### src/rtl/upscaler_pkg.sv
// Shared constants for the upscaler datapath: pixel/product widths and the
// default fixed-point scale of the interpolation weights.
package upscaler_pkg;

  localparam int PIXEL_W          = 8;
  localparam int PRODUCT_W        = 20;
  localparam int PIXEL_MAX        = 255;
  localparam int WEIGHT_FRAC_BITS = 7;

endpackage : upscaler_pkg

### src/rtl/round_clamp_pixel.sv
// Rounds an accumulated pixel*weight sum back to pixel scale (half toward
// +inf) and clamps it to an unsigned pixel, flagging any clamp.
module round_clamp_pixel
  import upscaler_pkg::*;
#(
  parameter int ACC_W     = 24,
  parameter int FRAC_BITS = WEIGHT_FRAC_BITS
) (
  input  logic signed [ACC_W-1:0]   sum,
  output logic        [PIXEL_W-1:0] pixel,
  output logic                      sat
);

  // One guard bit so adding the rounding constant can never wrap.
  localparam logic signed [ACC_W:0] HALF_LSB = (ACC_W+1)'(2 ** (FRAC_BITS - 1));
  localparam logic signed [ACC_W:0] MAX_VAL  = (ACC_W+1)'(PIXEL_MAX);

  logic signed [ACC_W:0] rounded_s;
  logic signed [ACC_W:0] scaled_s;

  // Round and rescale.
  always_comb begin
    rounded_s = {sum[ACC_W-1], sum} + HALF_LSB;
    scaled_s  = rounded_s >>> FRAC_BITS;
  end

  // Clamp into pixel range.
  always_comb begin
    pixel = {PIXEL_W{1'b0}};
    sat   = 1'b0;
    if (scaled_s[ACC_W]) begin
      pixel = {PIXEL_W{1'b0}};
      sat   = 1'b1;
    end else if (scaled_s > MAX_VAL) begin
      pixel = PIXEL_W'(PIXEL_MAX);
      sat   = 1'b1;
    end else begin
      pixel = scaled_s[PIXEL_W-1:0];
      sat   = 1'b0;
    end
  end

endmodule : round_clamp_pixel

### src/rtl/tap_accum_clamp.sv
// Accumulates NUM_TAPS signed products per output pixel, then rounds, rescales
// and clamps the sum into a registered pixel behind a valid/ready handshake.
module tap_accum_clamp
  import upscaler_pkg::*;
#(
  parameter int NUM_TAPS  = 4,
  parameter int FRAC_BITS = WEIGHT_FRAC_BITS,
  parameter int ACC_W     = 24
) (
  input  logic                        clk,
  input  logic                        rst_n,
  input  logic                        flush,
  input  logic                        in_valid,
  output logic                        in_ready,
  input  logic signed [PRODUCT_W-1:0] in_product,
  output logic                        out_valid,
  input  logic                        out_ready,
  output logic        [PIXEL_W-1:0]   out_pixel,
  output logic                        out_sat
);

  localparam int                CNT_W    = $clog2(NUM_TAPS);
  localparam logic [CNT_W-1:0]  LAST_TAP = CNT_W'(NUM_TAPS - 1);

  logic [CNT_W-1:0]        tap_cnt_r;
  logic signed [ACC_W-1:0] acc_r;
  logic                    out_valid_r;
  logic [PIXEL_W-1:0]      out_pixel_r;
  logic                    out_sat_r;

  logic                    last_tap_s;
  logic                    in_ready_s;
  logic                    accept_s;
  logic signed [ACC_W-1:0] product_ext_s;
  logic signed [ACC_W-1:0] sum_s;
  logic [PIXEL_W-1:0]      pixel_s;
  logic                    sat_s;

  // Handshake qualification and running sum; only the last tap stalls on a held result.
  always_comb begin
    last_tap_s    = (tap_cnt_r == LAST_TAP);
    in_ready_s    = !flush && !(last_tap_s && out_valid_r && !out_ready);
    accept_s      = in_valid && in_ready_s;
    product_ext_s = ACC_W'(in_product);
    if (tap_cnt_r == {CNT_W{1'b0}}) begin
      sum_s = product_ext_s;
    end else begin
      sum_s = acc_r + product_ext_s;
    end
  end

  round_clamp_pixel #(
    .ACC_W     (ACC_W),
    .FRAC_BITS (FRAC_BITS)
  ) u_round_clamp (
    .sum   (sum_s),
    .pixel (pixel_s),
    .sat   (sat_s)
  );

  // Tap counter and accumulator; flush drops the partial group.
  always_ff @(posedge clk or negedge rst_n) begin
    if (!rst_n) begin
      tap_cnt_r <= {CNT_W{1'b0}};
      acc_r     <= {ACC_W{1'b0}};
    end else if (flush) begin
      tap_cnt_r <= {CNT_W{1'b0}};
      acc_r     <= {ACC_W{1'b0}};
    end else if (accept_s) begin
      acc_r <= sum_s;
      if (last_tap_s) begin
        tap_cnt_r <= {CNT_W{1'b0}};
      end else begin
        tap_cnt_r <= tap_cnt_r + CNT_W'(1);
      end
    end else begin
      tap_cnt_r <= tap_cnt_r;
      acc_r     <= acc_r;
    end
  end

  // Output register: a new result may replace one being consumed in the same cycle.
  always_ff @(posedge clk or negedge rst_n) begin
    if (!rst_n) begin
      out_valid_r <= 1'b0;
      out_pixel_r <= {PIXEL_W{1'b0}};
      out_sat_r   <= 1'b0;
    end else if (accept_s && last_tap_s) begin
      out_valid_r <= 1'b1;
      out_pixel_r <= pixel_s;
      out_sat_r   <= sat_s;
    end else if (out_valid_r && out_ready) begin
      out_valid_r <= 1'b0;
    end else begin
      out_valid_r <= out_valid_r;
    end
  end

  assign in_ready  = in_ready_s;
  assign out_valid = out_valid_r;
  assign out_pixel = out_pixel_r;
  assign out_sat   = out_sat_r;

endmodule : tap_accum_clamp

### config.mk
export PLATFORM = sky130hd
export DESIGN_NAME = tap_accum_clamp
export DESIGN_NICKNAME = d
export VERILOG_FILES = /design/src/rtl/upscaler_pkg.sv /design/src/rtl/round_clamp_pixel.sv /design/src/rtl/tap_accum_clamp.sv
export SDC_FILE = /design/constraint.sdc
export NUM_CORES = 1
export LEC_CHECK = 0
export BUFFER_PORTS_ARGS = -buffer_cell sky130_fd_sc_hd__buf_2
export CAP_MARGIN = 20
export CORE_MARGIN = 2
export CORE_UTILIZATION = 61
export CTS_CLUSTER_SIZE = 8
export DETAILED_ROUTE_END_ITERATION = 8
export PLACE_DENSITY = 0.82
export SYNTH_ARGS = -nofsm -noshare
export SYNTH_HDL_FRONTEND = slang
export SYNTH_SLANG_ARGS = --single-unit
### constraint.sdc
create_clock -name clk -period 5.9 [get_ports clk]
set_input_delay 0.59 -clock clk [delete_from_list [all_inputs] [get_ports clk]]
set_output_delay 0.59 -clock clk [all_outputs]
set_load 0.005 [all_outputs]
==> flow_metrics.py <==
metrics = {
    "placed_design": {
        "hpwl_um": 7690,
        "numPortBuffers": 35,
        "post_dp_cell_area_um2": 3920,
        "placedCellCount": 561,
        "gp_congestion": 1.01,
    },
    "routing": {
        "dr.pass1.iters": 5,
        "drc": 0,
        "finalWirelength_um": 10500,
        "avgViaCountPerCell": 6.80,
        "vias": 3862,
        "drt.antenna.violating_nets": 0,
        "drt_iter0_markers": 348,
        "wire_per_inst_um": 18.4,
    },
    "synthesis": {
        "yosysWarnings": 0,
        "syn_area_um2": 3740,
        "ys_ff_latch": 36,
        "synth_nets": 526,
        "ys_seq_area_share_pct": 24.1,
        "synth_ff_type": "dfrtp_1",
        "syn_avg_cell_area_um2": 7.90,
        "yosysUniqueCellTypes": 71,
        "synthArstFlopShare_pct": 100,
        "synth_edf_count": 0,
        "syn_inst": 474,
    },
    "finish": {
        "nNetsFinal": 545,
        "post-route-cell-area_um2": 4020,
        "n_antenna_cell": 0,
        "final_cells": 568,
        "layout_common_cells": "o21ai_0 (54), nand2_1 (40), a21oi_1 (38), dfrtp_1 (36), buf_2 (35)",
        "mostFrequentLayoutCell": "o21ai_0",
        "drive_gt1_share_pct": 12.6,
        "area_growth_pct": 7.35,
    },
    "timing": {
        "rsz0062_at_grt": "false",
        "fin_crit_sh_pct": 76.0,
        "tightest_slew_ns": 0.846,
        "max_freq_mhz": 223,
        "min_period_ns": 4.48,
        "fin_hold_ws_ns": 0.391,
        "fin_tns_setup_ns": 0,
        "slew_headroom_pct": 43.6,
        "finalHoldViolCount": 0,
        "setup_viol": 0,
        "maxSlewViolCount": 0,
        "skew_ns": 0.0188,
    },
    "grt": {
        "grt-ovfl-total": 0,
        "grt_max_degree": 45,
        "grt_pass1_vias": 3545,
        "grtUsageTotal_pct": 32.5,
        "grt_pass1_wl_um": 17000,
        "antenna_found_initial": 0,
    },
    "cts": {
        "post_cts.repair.setup_buffers": 0,
        "cts.reportedPaths.clkPinSlew_ns": 0.09,
        "hold_buffers": 0,
        "cts_buffers": 5,
        "h-tree-depth": 2,
        "cts-resized-gates": 0,
        "cts_sinks": 36,
        "cts_buffer_depth": 2,
        "cts_root_buffer": "clkbuf_8",
        "clkLatencyLatePin_ns": 0.31,
        "cts_tree": "built",
    },
    "power": {
        "ir_worst_vdd_mv": 0.180,
        "power_leakage_nw": 1.74,
        "power_mw": 1.09,
        "combPwrFrac_pct": 52.0,
        "p_switching_mw": 0.471,
        "switching_share_pct": 43.3,
        "p_clk_share_pct": 18.3,
        "seqPwrFrac_pct": 29.7,
        "power.internal_mw": 0.618,
        "powerDensity_nw_per_um2": 271,
    },
    "setup_path": {
        "critPathMaxFanout": 44,
        "arrival_ns": 4.70,
        "critPathCaptureType": "flip-flop",
        "worst-setup-path-type": "reg -> reg",
        "start_kind": "flip-flop",
        "required_ns": 6.12,
    },
    "floorplanning": {
        "coreArea_um2": 5920,
        "pin_count": 36,
        "die_y_um": 82.3,
        "initial_core_util_pct": 63.2,
        "fp.dieW_um": 82.3,
        "die_area_um2": 6780,
        "rows": 28,
    },
    "run": {
        "max_cap_violations": 0,
    },
    "status": {
        "status": "finished, final reports clean",
    },
    "hold_path": {
        "min_path_type": "in -> async",
    },
}
## synthesized netlist by cell type (4+ instances only)
| cell type | count | share of area, % |
|---|---|---|
| nor3_1 | 12 | 1.6 |
| a21oi_1 | 38 | 5.1 |
| xor2_1 | 8 | 1.9 |
| a211oi_1 | 6 | 1.2 |
| clkbuf_1 | 17 | 1.7 |
| o31ai_1 | 4 | 0.80 |
| buf_2 | 4 | 0.53 |
| xnor2_1 | 7 | 1.6 |
| or3_1 | 7 | 1.2 |
| and3_1 | 5 | 0.84 |
| nand3b_1 | 23 | 4.6 |
| o21a_1 | 7 | 1.4 |
| dfrtp_1 | 36 | 24 |
| nand3_1 | 12 | 1.6 |
| and4_1 | 4 | 0.94 |
| o211ai_1 | 8 | 1.6 |
| o21ai_0 | 54 | 7.2 |
| inv_1 | 12 | 1.2 |
| a21o_1 | 10 | 2.0 |
| mux2i_1 | 6 | 1.6 |
| and2_1 | 7 | 1.2 |
| nor2b_1 | 5 | 0.84 |
| a31oi_1 | 14 | 2.3 |
| nor2_1 | 28 | 2.8 |
| nand2_1 | 40 | 4.0 |
| ha_1 | 26 | 8.7 |
## power by group through the flow
stage / registers, mW / clock network, mW / logic [mW]
4_1_cts: 0.323 / 0.201 / 0.552
5_1_grt: 0.330 / 0.209 / 0.623
6_report: 0.324 / 0.199 / 0.567
3_5_place_dp: 0.326 / 0 / 0.549
3_3_place_gp: 0.325 / 0 / 0.536
2_1_floorplan: 0.325 / 0 / 0.397
## kinds of logic (layout without fill, tap and decap cells)
kind of cell	Yosys count	count (layout)	synth area share, %
buf+inv	39	58	4.31
xor+xnor	15	15	3.51
compound gates	177	177	30.7
mux	8	8	2.21
simple gates	172	172	26.0
fa+ha+maj	27	27	9.22
flops	36	36	24.1
## critical path: stages (launching register included)
cell	delay [ns]
dfrtp_1	0.39
inv_1	0.08
ha_1	0.14
buf_4	0.38
clkinv_1	0.58
a31oi_1	0.46
ha_1	0.27
inv_1	0.09
or3b_2	0.57
or2_2	0.35
o31ai_1	0.68
o21ai_0	0.22
a31oi_1	0.18
## cell type report
type	count	area, µm²
Clock buffer	7	96.3
Sequential cell	36	901
Fill cell	496	1900
Timing Repair Buffer	38	198
Tap cell	75	93.8
Multi-Input combinational cell	399	2680
Inverter	13	48.8
## final timing paths
path	endpoint	slack [ns]	cells after the start	from
setup / recovery	out_pixel[3]	1.42	12	tap_cnt_r[0]
hold / removal	acc_r[12]	0.39	1	rst_n
setup reg to reg	out_pixel[3]	1.42	12	tap_cnt_r[0]
hold reg to reg	tap_cnt_r[0]	0.51	1	tap_cnt_r[0]
max in group asynchronous	acc_r[21]	4.96	1	rst_n
min in group clk	tap_cnt_r[0]	0.51	1	tap_cnt_r[0]
## registers in the layout, summed over array words and instances (netlist names)
| signal | flops |
|---|---|
| out_sat | 1 |
| acc_r | 24 |
| out_valid | 1 |
| out_pixel | 8 |
| tap_cnt_r | 2 |
## per-layer routing
layer,global-route usage (%),part of all wire [%],routed length [µm]
met5,0,0,0
met4,13.2,2.6,269
met3,4.78,9.0,945
met2,49.3,43,4530
met1,46.3,45,4700
## stage by stage
step	setup slack (ns)	utilization, %
3_3_place_gp	1.42	66.3
6_report	1.42	67.9
3_5_place_dp	1.21	66.3
4_1_cts	1.45	67.9
2_1_floorplan	1.68	-
5_1_grt	1.04	67.9
(Power assumes the default switching activity.)
